===== config.mk =====
export PLATFORM = sky130hd
export DESIGN_NAME = iq_lo_gen
export DESIGN_NICKNAME = d
export VERILOG_FILES = /design/src/rtl/iq_lo_pkg.sv /design/src/rtl/iq_lo_lut.sv /design/src/rtl/iq_lo_gen.sv
export SDC_FILE = /design/constraint.sdc
export NUM_CORES = 1
export LEC_CHECK = 0
export CORE_ASPECT_RATIO = 0.6
export CORE_UTILIZATION = 40
export CTS_CLUSTER_SIZE = 8
export DETAILED_ROUTE_END_ITERATION = 6
export GPL_TIMING_DRIVEN = 1
export PLACE_DENSITY = 0.67
export SLEW_MARGIN = 15
export SYNTH_ARGS = -nofsm -noshare
export SYNTH_HDL_FRONTEND = slang
export SYNTH_HIERARCHICAL = 1
export SYNTH_SLANG_ARGS = --single-unit

===== constraint.sdc =====
create_clock -name clk -period 2.1 [get_ports clk]
set_clock_uncertainty 0.2 [all_clocks]
set_input_delay 0.42 -clock clk [delete_from_list [all_inputs] [get_ports clk]]
set_output_delay 0.42 -clock clk [all_outputs]
set_load 0.01 [all_outputs]

===== src/rtl/iq_lo_pkg.sv =====
// Shared types and elaboration-time helpers for the quadrature LO generator.
// The sine table is computed here so the ROM and any other user agree on the rounding.
package iq_lo_pkg;

    typedef enum logic {
        LO_DIR_POS = 1'b0,
        LO_DIR_NEG = 1'b1
    } lo_dir_t;

    localparam real LO_TWO_PI = 6.283185307179586;

    function automatic int lo_points(input int phase_bits);
        return 1 << phase_bits;
    endfunction

    function automatic int lo_amp(input int data_w);
        return (1 << (data_w - 1)) - 1;
    endfunction

    // Round half away from zero so the table stays symmetric about zero.
    function automatic int lo_sin_lut(input int idx, input int data_w, input int phase_bits);
        real x;
        x = real'(lo_amp(data_w)) * $sin(LO_TWO_PI * real'(idx) / real'(lo_points(phase_bits)));
        if (x >= 0.0) begin
            return $rtoi(x + 0.5);
        end
        return -$rtoi(0.5 - x);
    endfunction

endpackage


===== src/rtl/iq_lo_lut.sv =====
// Combinational N-entry signed sine ROM; every entry is a constant fixed at elaboration.
module iq_lo_lut
    import iq_lo_pkg::*;
#(
    parameter int DATA_W     = 8,
    parameter int PHASE_BITS = 4
) (
    input  logic        [PHASE_BITS-1:0] idx_i,
    output logic signed [DATA_W-1:0]     data_o
);

    localparam int N = lo_points(PHASE_BITS);

    logic signed [DATA_W-1:0] rom [N];

    for (genvar k = 0; k < N; k++) begin : g_rom
        localparam int V = lo_sin_lut(k, DATA_W, PHASE_BITS);
        assign rom[k] = V[DATA_W-1:0];
    end

    assign data_o = rom[idx_i];

endmodule


===== src/rtl/iq_lo_gen.sv =====
// Quadrature LO: divider-paced phase accumulator with registered sin/cos samples
// and a valid strobe aligned with each new sample pair.
module iq_lo_gen
    import iq_lo_pkg::*;
#(
    parameter int DATA_W     = 8,
    parameter int PHASE_BITS = 4,
    parameter int DIV_W      = 8
) (
    input  logic                         clk,
    input  logic                         resetn,
    input  logic                         en_i,
    input  logic        [DIV_W-1:0]      div_i,
    input  logic                         dir_i,
    input  logic                         phase_ld_i,
    input  logic        [PHASE_BITS-1:0] phase_ofs_i,
    output logic        [PHASE_BITS-1:0] phase_o,
    output logic signed [DATA_W-1:0]     sin_o,
    output logic signed [DATA_W-1:0]     cos_o,
    output logic                         valid_o
);

    localparam int                       AMP     = lo_amp(DATA_W);
    localparam logic signed [DATA_W-1:0] AMP_W   = DATA_W'(AMP);
    localparam logic [PHASE_BITS-1:0]    QUARTER = PHASE_BITS'(lo_points(PHASE_BITS) / 4);

    logic [DIV_W-1:0]         cnt_q, cnt_d;
    logic [PHASE_BITS-1:0]    phase_q, phase_d;
    logic [PHASE_BITS-1:0]    cos_idx;
    logic signed [DATA_W-1:0] sin_q, cos_q;
    logic signed [DATA_W-1:0] sin_lut, cos_lut;
    logic                     evt_q, evt_d;
    logic                     valid_q;
    logic                     tick;
    lo_dir_t                  dir;

    assign dir     = lo_dir_t'(dir_i);
    assign cos_idx = phase_q + QUARTER;

    // A load wins over a coincident tick and restarts the divider even while disabled.
    always_comb begin
        tick    = en_i && (cnt_q >= div_i);
        cnt_d   = cnt_q;
        phase_d = phase_q;
        if (phase_ld_i) begin
            phase_d = phase_ofs_i;
            cnt_d   = '0;
        end else begin
            if (en_i) begin
                cnt_d = tick ? '0 : cnt_q + 1'b1;
            end
            if (tick) begin
                phase_d = (dir == LO_DIR_NEG) ? phase_q - 1'b1 : phase_q + 1'b1;
            end
        end
        evt_d = tick | phase_ld_i;
    end

    iq_lo_lut #(
        .DATA_W     (DATA_W),
        .PHASE_BITS (PHASE_BITS)
    ) u_sin_lut (
        .idx_i  (phase_q),
        .data_o (sin_lut)
    );

    iq_lo_lut #(
        .DATA_W     (DATA_W),
        .PHASE_BITS (PHASE_BITS)
    ) u_cos_lut (
        .idx_i  (cos_idx),
        .data_o (cos_lut)
    );

    // The phase event passes through evt_q so valid_o lines up with the samples it describes.
    always_ff @(posedge clk or negedge resetn) begin
        if (!resetn) begin
            cnt_q   <= '0;
            phase_q <= '0;
            sin_q   <= '0;
            cos_q   <= AMP_W;
            evt_q   <= 1'b0;
            valid_q <= 1'b0;
        end else begin
            cnt_q   <= cnt_d;
            phase_q <= phase_d;
            sin_q   <= sin_lut;
            cos_q   <= cos_lut;
            evt_q   <= evt_d;
            valid_q <= evt_q;
        end
    end

    assign phase_o = phase_q;
    assign sin_o   = sin_q;
    assign cos_o   = cos_q;
    assign valid_o = valid_q;

endmodule


==> results.toml <==
[worst_setup_path]
cp.required_ns = 2.10
crit_arrival_ns = 2.07
cp_cell_sequence = "ha_4, nand4_1, nor3_2, o31ai_4, buf_4, a32o_2, a31oi_4"
cp-startpoint = "cnt_q[6]"
slowest_delay_ns = 0.40
crit_fanout = 4
crit_type = "reg2reg"
cpMaxStageDelayCell = "dfrtp_1"
cp-start-kind = "register"
r2r-start = "cnt_q[6]"
critPathCaptureType = "register"

[clock_network]
clock-sinks = 30
clockBufferDepth = 2
clk_pin_slew_worst_paths_ns = 0.06
cts_hold_buf = 0
cts-root-buf = "clkbuf_8"
cts_tree = "done"
htree_levels = 2
cts_buffers = 5
clock_latency_ns = 0.27

[die]
die_w_um = 89.4
die_area_mm2 = 0.00487
initial_utilization = 0.431
coreArea_mm2 = 0.00426
ioPinCount = 38
die_h_um = 54.4
fp-row-count = 18

[timing]
worst_pin_slew_ns = 0.517
rsz0062_at_grt = "yes"
fmax_mhz = 482
setup_tns_ns = 0
maxSlewViolCount = 0
post-route-period-util = 0.988
fin_crit_ns = 2.08
finalHoldViolations = 0
setup_viol = 0
relSlewSlack = 0.655

[route]
routedWlPerCell_um = 13.6
routed_wl_um = 3930
drt_first_iter_violations = 70
vias = 1405
ant_nets = 0
viasPerCell = 4.88
drt_pre_antenna_iters = 4
drc = 0

[synthesis]
yosysTopAreaCellShare = 0.314
async_flop_share = 1.00
synthFlopType = "dfrtp_1"
synth-edff-count = 0
ys_warn_count = 6
syn_inst = 173
ys_ff_latch = 30
yosys.area.top_type = "dfrtp_1"
synth_cell_types = 39
ys_seq_area_frac = 0.414
syn_nets = 214
syn_area_mm2 = 0.00183
yosys-top-cells-area = "dfrtp_1 31%, ha_1 16%, dfstp_2 10%, xor2_1 4.8%, inv_1 4.5%"
syn_area_per_cell_um2 = 10.6

[finish]
fin_nets = 268
final_cell_area_mm2 = 0.00258
area_delta_synth_final_pct = 40.6
utilization = 0.606
final_cell_mix = "28 x clkdlybuf4s50_1, 21 x dfrtp_1, 20 x ha_1, 19 x inv_1, 15 x buf_4"
diodes = 0
final_common_cell = "clkdlybuf4s50_1"
drive_above_1_share = 0.276

[grt]
antenna_found_initial = 0
grt_pass1_wl_um = 6250
use_met1 = 0.235
gr-usage-all-layers = 0.175
grtUsageMet3 = 0.0498
grt.met2_usage = 0.281
busiest_layer = "met2"
grt_start_max_net_pins = 31
overflow = 0
first_global_vias = 1367

[place]
hpwl_um = 2830
portBuffers = 37
routabilityCongestion = 0.933
dpl-instance-area_mm2 = 0.00232

[power]
p_leak_uw = 0.00126
peakVddDrop_uv = 436
cellPowerDensity_mw_per_mm2 = 945

[job]
maxCapViolCount = 0

[worst_hold_path]
min_path_type = "reg2reg"
min_from = "evt_q"

[status]
status = "finished, final reports clean"
-- stage by stage --
stage          std cells  hold WS [ns]  power (µW)  worst slack (ns)
2_1_floorplan        173       -0.0756        1460             0.124
3_3_place_gp         275         0.134        1910            -0.363
3_5_place_dp         275         0.137        1950            -0.423
4_1_cts              283         0.150        2430           0.00638
5_1_grt              288         0.156        2610           -0.0423
6_report             288         0.147        2430            0.0250
-- kinds of logic after synthesis --
family          after synthesis  share of synthesized area
compound gates               29                      0.119
fa+ha+maj                    24                      0.168
xor+xnor                     12                     0.0573
simple gates                 40                      0.106
mux                           8                     0.0573
buf+inv                      30                     0.0778
flops                        30                      0.414
-- area by class of cell --
cell class | count | area, µm²
Timing Repair Buffer | 54 | 524
Inverter | 22 | 82.6
Tap cell | 60 | 75.1
Sequential cell | 30 | 762
Fill cell | 334 | 1680
Clock inverter | 1 | 5.00
Multi-Input combinational cell | 114 | 1040
Clock buffer | 7 | 86.3
-- metal layers --
| metal | part of all wire | up-vias |
|---|---|---|
| li1 | - | 685 |
| met1 | 0.51 | 689 |
| met2 | 0.45 | 29 |
| met3 | 0.037 | 2 |
| met4 | 0.0054 | 0 |
| met5 | 0 | - |
-- sequential cells by signal, indices dropped and copies added, names as in the netlist --
signal   cells
valid_o      1
evt_q        1
cos_o        8
sin_o        8
phase_o      4
cnt_q        8
-- power by group --
part / total, µW / switching, µW / internal (µW)
Clock: 463 / 200 / 264
Combinational: 1110 / 517 / 595
Sequential: 860 / 71.8 / 788
Total: 2430 / 788 / 1650
-- worst paths after layout --
| path | to | slack (ns) | cells past startpoint |
|---|---|---|---|
| worst max-delay path | phase_o[0] | 0.02 | 7 |
| worst min-delay path | valid_o | 0.15 | 0 |
| worst max register to register | phase_o[0] | 0.02 | 7 |
| worst min register to register | valid_o | 0.15 | 0 |
| max in group asynchronous | cos_o[4] | 1.06 | 2 |
| min in group asynchronous | cnt_q[6] | 0.32 | 2 |
-- Yosys cell counts, types with 4 or more instances --
| library cell | count |
|---|---|
| nand2_1 | 9 |
| mux2i_1 | 6 |
| o31ai_1 | 4 |
| nor2_1 | 14 |
| inv_1 | 22 |
| ha_1 | 23 |
| a21oi_1 | 12 |
| dfstp_2 | 7 |
| nand4_1 | 4 |
| xor2_1 | 10 |
| dfrtp_1 | 23 |
-- worst max-delay path: cells and delay by family, from the launching register on --
kind	cells	cell delay (ns)
fa+ha+maj	1	0.30
buf+inv	1	0.16
compound gates	3	0.52
simple gates	2	0.41
flops	1	0.40
-- what timing repair did --
action / CTS / global route
cloned: 0 / 1
setup endpoints to repair: 13 / 15
gates resized for setup: 10 / 25
setup buffers: 0 / 4
pin swaps: 7 / 17
No activity file was read; power rests on OpenSTA's default activity.
